==> config.mk <==
export PLATFORM = sky130hd
export DESIGN_NAME = soc_axi_burst_splitter
export DESIGN_NICKNAME = d
export VERILOG_FILES = /design/src/rtl/soc_axi_burst_splitter.sv
export SDC_FILE = /design/constraint.sdc
export NUM_CORES = 1
export LEC_CHECK = 0
export ABC_AREA = 1
export CAP_MARGIN = 25
export CORE_AREA = 3 3 182 184
export CTS_CLUSTER_SIZE = 8
export DETAILED_ROUTE_END_ITERATION = 10
export DIE_AREA = 0 0 185 187
export DONT_BUFFER_PORTS = 1
export GPL_TIMING_DRIVEN = 0
export PLACE_DENSITY = 0.46
export SYNTH_ARGS = -nofsm -noshare
export SYNTH_HDL_FRONTEND = slang
export SYNTH_SLANG_ARGS = --single-unit
==> constraint.sdc <==
create_clock -name aclk -period 2.9 [get_ports aclk]
set_input_delay 0.435 -clock aclk [delete_from_list [all_inputs] [get_ports aclk]]
set_output_delay 0.435 -clock aclk [all_outputs]
set_load 0.02 [all_outputs]
==> src/rtl/soc_axi_burst_splitter.sv <==
// AXI4 burst-to-single-beat shim in front of the SoC register adapter: one outstanding access, AW+W issued together.
// Optional downstream response timeout is compiled in with `define SOC_BURST_TIMEOUT_EN.
module soc_axi_burst_splitter #(
  parameter int TAGW        = 16,
  parameter int TIMEOUT_CYC = 64
) (
  input  logic            aclk,
  input  logic            rst,
  input  logic            s_arvalid,
  output logic            s_arready,
  input  logic [31:0]     s_araddr,
  input  logic [TAGW-1:0] s_arid,
  input  logic [7:0]      s_arlen,
  input  logic [1:0]      s_arburst,
  input  logic [2:0]      s_arsize,
  output logic            s_rvalid,
  input  logic            s_rready,
  output logic [31:0]     s_rdata,
  output logic [1:0]      s_rresp,
  output logic [TAGW-1:0] s_rid,
  output logic            s_rlast,
  input  logic            s_awvalid,
  output logic            s_awready,
  input  logic [31:0]     s_awaddr,
  input  logic [TAGW-1:0] s_awid,
  input  logic [7:0]      s_awlen,
  input  logic [1:0]      s_awburst,
  input  logic [2:0]      s_awsize,
  input  logic            s_wvalid,
  output logic            s_wready,
  input  logic [31:0]     s_wdata,
  input  logic [3:0]      s_wstrb,
  input  logic            s_wlast,
  output logic            s_bvalid,
  input  logic            s_bready,
  output logic [1:0]      s_bresp,
  output logic [TAGW-1:0] s_bid,
  output logic            m_arvalid,
  output logic [31:0]     m_araddr,
  output logic [TAGW-1:0] m_arid,
  output logic [7:0]      m_arlen,
  output logic [1:0]      m_arburst,
  output logic [2:0]      m_arsize,
  input  logic            m_rvalid,
  input  logic [31:0]     m_rdata,
  input  logic [1:0]      m_rresp,
  input  logic [TAGW-1:0] m_rid,
  output logic            m_rready,
  output logic            m_awvalid,
  output logic [31:0]     m_awaddr,
  output logic [TAGW-1:0] m_awid,
  output logic [7:0]      m_awlen,
  output logic [1:0]      m_awburst,
  output logic [2:0]      m_awsize,
  output logic            m_wvalid,
  output logic [31:0]     m_wdata,
  output logic [3:0]      m_wstrb,
  input  logic            m_bvalid,
  input  logic [1:0]      m_bresp,
  input  logic [TAGW-1:0] m_bid,
  output logic            m_bready
);

  typedef enum logic [2:0] {
    IDLE, RD_ISSUE, RD_WAIT, RD_RESP, WR_DATA, WR_ISSUE, WR_WAIT, WR_RESP
  } state_t;

  state_t state, state_nxt;
  logic [31:0]     addr, rdata_q, wdata_q;
  logic [TAGW-1:0] id;
  logic [7:0]      len, beat;
  logic [1:0]      burst, size, rresp_q, bresp_acc;
  logic [3:0]      wstrb_q;
  logic            prefer_wr, grant_rd, grant_wr, last_beat, timeout;

  function automatic logic [1:0] clamp_size(input logic [2:0] s);
    return (s > 3'd2) ? 2'd2 : s[1:0];
  endfunction

  // WRAP keeps the low bits inside an aligned (len+1)<<size window; illegal WRAP lengths fall back to INCR.
  function automatic logic [31:0] next_addr(input logic [31:0] a, input logic [1:0] bt,
                                            input logic [1:0] sz, input logic [7:0] ln);
    logic [31:0] step, mask;
    step = 32'd1 << sz;
    mask = (({24'd0, ln} + 32'd1) << sz) - 32'd1;
    if (bt == 2'b00)
      return a;
    else if (bt == 2'b10 && (ln == 8'd1 || ln == 8'd3 || ln == 8'd7 || ln == 8'd15))
      return (a & ~mask) | ((a + step) & mask);
    else
      return a + step;
  endfunction

  assign last_beat = (beat == len);

`ifdef SOC_BURST_TIMEOUT_EN
  logic [15:0] wait_cnt;
  logic        unused;
  assign unused  = ^{m_rid, m_bid};
  assign timeout = ((state == RD_WAIT && !m_rvalid) || (state == WR_WAIT && !m_bvalid)) &&
                   (wait_cnt == 16'(TIMEOUT_CYC - 1));
  always_ff @(posedge aclk) begin
    if (rst)
      wait_cnt <= '0;
    else if ((state == RD_WAIT || state == WR_WAIT) && !timeout && !m_rvalid && !m_bvalid)
      wait_cnt <= wait_cnt + 16'd1;
    else
      wait_cnt <= '0;
  end
`else
  logic unused;
  assign unused  = ^{m_rid, m_bid, 32'(TIMEOUT_CYC)};
  assign timeout = 1'b0;
`endif

  // Arbitration: one ready per cycle; ties alternate, write first after reset.
  always_comb begin
    grant_rd = 1'b0;
    grant_wr = 1'b0;
    if (state == IDLE && !rst) begin
      if (s_arvalid && s_awvalid) begin
        grant_wr = prefer_wr;
        grant_rd = !prefer_wr;
      end else begin
        grant_rd = s_arvalid;
        grant_wr = s_awvalid;
      end
    end
  end

  always_ff @(posedge aclk) begin
    if (rst) state <= IDLE;
    else     state <= state_nxt;
  end

  always_comb begin
    state_nxt = state;
    case (state)
      IDLE:     if (grant_wr) state_nxt = WR_DATA;
                else if (grant_rd) state_nxt = RD_ISSUE;
      RD_ISSUE: state_nxt = RD_WAIT;
      RD_WAIT:  if (m_rvalid || timeout) state_nxt = RD_RESP;
      RD_RESP:  if (s_rready) state_nxt = last_beat ? IDLE : RD_ISSUE;
      WR_DATA:  if (s_wvalid) state_nxt = WR_ISSUE;
      WR_ISSUE: state_nxt = WR_WAIT;
      WR_WAIT:  if (m_bvalid || timeout) state_nxt = last_beat ? WR_RESP : WR_DATA;
      WR_RESP:  if (s_bready) state_nxt = IDLE;
      default:  state_nxt = IDLE;
    endcase
  end

  always_comb begin
    s_arready = grant_rd;
    s_awready = grant_wr;
    s_rvalid  = (state == RD_RESP);
    s_wready  = (state == WR_DATA);
    s_bvalid  = (state == WR_RESP);
    m_arvalid = (state == RD_ISSUE);
    m_awvalid = (state == WR_ISSUE);
    m_wvalid  = (state == WR_ISSUE);
  end

  always_ff @(posedge aclk) begin
    if (rst) begin
      addr <= '0; id <= '0; len <= '0; beat <= '0; burst <= '0; size <= '0;
      rdata_q <= '0; rresp_q <= '0; bresp_acc <= '0; wdata_q <= '0; wstrb_q <= '0;
      prefer_wr <= 1'b1;
    end else begin
      case (state)
        IDLE: begin
          if (grant_wr) begin
            addr <= s_awaddr; id <= s_awid; len <= s_awlen; burst <= s_awburst;
            size <= clamp_size(s_awsize); beat <= '0; bresp_acc <= '0;
          end else if (grant_rd) begin
            addr <= s_araddr; id <= s_arid; len <= s_arlen; burst <= s_arburst;
            size <= clamp_size(s_arsize); beat <= '0;
          end
          if (s_arvalid && s_awvalid) prefer_wr <= grant_rd;
        end
        RD_WAIT: begin
          if (m_rvalid) begin
            rdata_q <= m_rdata; rresp_q <= m_rresp;
          end else if (timeout) begin
            rdata_q <= 32'hDEAD_BEEF; rresp_q <= 2'b10;
          end
        end
        RD_RESP: if (s_rready && !last_beat) begin
          addr <= next_addr(addr, burst, size, len);
          beat <= beat + 8'd1;
        end
        // A wlast that disagrees with the beat count is flagged but does not end the burst.
        WR_DATA: if (s_wvalid) begin
          wdata_q <= s_wdata; wstrb_q <= s_wstrb;
          if (s_wlast != last_beat) bresp_acc <= bresp_acc | 2'b10;
        end
        WR_WAIT: begin
          if (m_bvalid)     bresp_acc <= bresp_acc | m_bresp;
          else if (timeout) bresp_acc <= bresp_acc | 2'b10;
          if ((m_bvalid || timeout) && !last_beat) begin
            addr <= next_addr(addr, burst, size, len);
            beat <= beat + 8'd1;
          end
        end
        default: ;
      endcase
    end
  end

  assign s_rdata   = rdata_q;
  assign s_rresp   = rresp_q;
  assign s_rid     = id;
  assign s_rlast   = last_beat;
  assign s_bresp   = bresp_acc;
  assign s_bid     = id;
  assign m_araddr  = addr;
  assign m_arid    = id;
  assign m_arlen   = 8'd0;
  assign m_arburst = 2'b01;
  assign m_arsize  = 3'b010;
  assign m_rready  = 1'b1;
  assign m_awaddr  = addr;
  assign m_awid    = id;
  assign m_awlen   = 8'd0;
  assign m_awburst = 2'b01;
  assign m_awsize  = 3'b010;
  assign m_wdata   = wdata_q;
  assign m_wstrb   = wstrb_q;
  assign m_bready  = 1'b1;

endmodule

==> results.toml <==
[status]
status = "finished clean"

[synthesis]
syn_area_um2 = 9030
netlist-cell-type-count = 43
yosys.area.top_type = "dfxtp_1"
synth_edf_count = 0
synth-seq-cells = 144
synth_area_leaders = "dfxtp_1 (32%), nor2_1 (12%), nand2_1 (11%)"
synth_flop_cell = "dfxtp_1"
synth_seq_area_share_pct = 31.9
synth_top_area_share_pct = 31.9
avgSynthCellArea_um2 = 6.40
netlist_instances = 1410
ys_warn_count = 0
synth_async_sr_flop_share_pct = 0

[clock_network]
postCtsHoldBufs = 0
cts_tree = "yes"
cts_buffer_depth = 2
numClockSinks = 144
clkLatencyLatePin_ps = 440
htree_num_levels = 4
clockRootBuffer = "clkbuf_16"
clk_pin_slew_ps = 60
numCtsBuffers = 17

[power]
switchingPower_uw = 4860
power_frac_seq_pct = 35.4
power_frac_comb_pct = 43.3
power_density_nw_per_um2 = 973
p_leak_uw = 0.00436
clockPowerShare_pct = 21.3
switching_share_pct = 48.5
p_int_uw = 5170
peakVddDrop_mv = 0.437

[sta]
fin_crit_ps = 2760
rsz0062_at_grt = "true"
max_slew.worst_pin.slew_ps = 774
slew_viol_final = 0
final-hold-violation-count = 0
fin_worst_skew_ps = 7.48
finalSetupViolations = 0
holdWs_ps = 158
slew-limit-headroom_pct = 48.4
fin_crit_sh_pct = 95.0
fin_setup_tns_ps = 0
clock.fmax_mhz = 363

[global_route]
grt_pass1_vias = 8901
grt_pass1_wl_um = 52300
grt_use_total_pct = 19.7
grt_max_degree = 17
antenna_found_initial = 2
overflow = 0

[flow_run]
maxCapViolCount = 0

[placed_design]
hpwl_um = 28500
gp_congestion = 0.876
io_buffers = 0
placed_area_um2 = 9630

[critical_path]
r2r-start = "len[2]"
crit_top_cell = "nand2_1"
cpPeakStageDelay_ps = 290
r2r_slack_ps = 140
cp_max_fo = 10
cp_cell_sequence = "buf_2, inv_1, nand2_1, nand4_1, nor2_1, nand2_1, inv_1, nand2_1, nand2_1, nor2_1, nand2_1, nor2_4, buf_2, nand3_1, nor2_1, nor2_1"
cp-start-kind = "flop"
ff2ff_path_depth = 16
worstPathArrival_ps = 3080
critical_path_class = "flop to flop"
critical_path_required_ps = 3230
critPathSlowestCell = "dfxtp_1"
endpoint_kind = "flop"

[floorplanning]
chipWidth_um = 185
coreArea_um2 = 31600
ioPinCount = 473
design.die.area_um2 = 34600
die_h_um = 187
initial_core_util_pct = 28.6
rows = 65

[hold_path]
min_to = "m_wdata[12]"
hold_path.class = "input port to flop"
hold_depth = 2
holdCritStartpoint = "s_wdata[12]"

[route]
ant_nets = 0
routedWlPerCell_um = 18.9
drt_iter0_drc = 508
routed_wl_um = 35400
vias_per_cell = 4.89
dr.pass1.iters = 5
num_vias = 9167
drc = 0

[layout]
drive_above_1_share_pct = 13.6
final_cell_area_um2 = 10300
layout_common_cells = "nor2_1 (277), nand2_1 (262), dfxtp_1 (142)"
final_nets = 1705
syn_to_final_growth_pct = 14.1
final_common_cell = "nor2_1"
## through the flow
| step | power [uW] | instances | util [%] | worst slack (ps) |
|---|---|---|---|---|
| 5_1_grt | 10800 | 1875 | 32.7 | -71.3 |
| 3_5_place_dp | 7850 | 1838 | 30.5 | -249 |
| 4_1_cts | 10000 | 1870 | 32.3 | 27.5 |
| 6_report | 10000 | 1875 | 32.7 | 144 |
| 2_1_floorplan | 6720 | 1436 | - | 464 |
| 3_3_place_gp | 7840 | 1838 | 30.5 | -246 |
## per-layer routing
metal	share of wire (%)	vias to the layer above	global-route usage, %
met5	0.023	-	0
met4	2.7	2	6.75
met3	8.4	47	6.79
met1	40	4226	22.9
met2	49	359	33.5
li1	-	4533	-
## area by class of cell
| class | instances | area [um2] |
|---|---|---|
| fill | 3516 | 21300 |
| multi-input combinational | 1007 | 4790 |
| sequential | 144 | 2890 |
| buffer | 176 | 1130 |
| tap | 402 | 503 |
| clock buffer | 22 | 464 |
| inverter | 109 | 410 |
| clock inverter | 10 | 87.6 |
| timing repair buffer | 4 | 30.0 |
| antenna | 1 | 2.50 |
## worst max-delay path: cells and delay by family (launching register included)
kind	cells	cell delay, ps
simple gates	12	1500
buf+inv	4	840
flops	1	290
## cells by family after synthesis
kind of cell	count (synthesis)	share of synthesized area [%]
AO/OA/AOI/OAI	220	13.8
XOR/XNOR	30	2.91
adder cells (fa/ha/maj)	10	1.47
buffers and inverters	285	16.8
flip-flops	144	31.9
other	2	0.0832
AND/OR/NAND/NOR	719	33.0
## power groups by stage
stage / clock (uW) / sequential, uW / combinational [uW]
after floorplan: 0 / 3290 / 3430
after global placement: 0 / 3590 / 4260
after detailed placement: 0 / 3580 / 4270
after CTS: 2190 / 3550 / 4300
after global routing: 2270 / 3620 / 4880
final: 2130 / 3550 / 4340
## what timing repair did
action / CTS / global route
pin swaps: 0 / 3
resized for setup: 9 / 28
buffers inserted: 0 / 4
endpoints found under the setup margin: 9 / 28
cloned: 0 / 0
## worst max-delay path by stage
stage | start | endpoint | slack [ps] | cells past startpoint
detailed placement | size[0] | flop | -250 | 16
CTS | len[0] | flop | 30 | 17
floorplan | len[1] | flop | 460 | 16
finish | len[2] | flop | 140 | 16
global route | len[1] | flop | -70 | 16
global placement | size[0] | flop | -250 | 16
## synthesized netlist by cell type, types with 14 or more instances
cell type	count
buf_4	111
nand3_1	119
clkbuf_1	45
nor3_1	17
dfxtp_1	144
nor2_1	284
o21ai_0	87
nand4_1	17
a21oi_1	86
inv_1	102
nand2_1	263
buf_2	14
xor2_1	24
o221ai_1	27
Note: power is estimated with default switching activity, not from simulation.
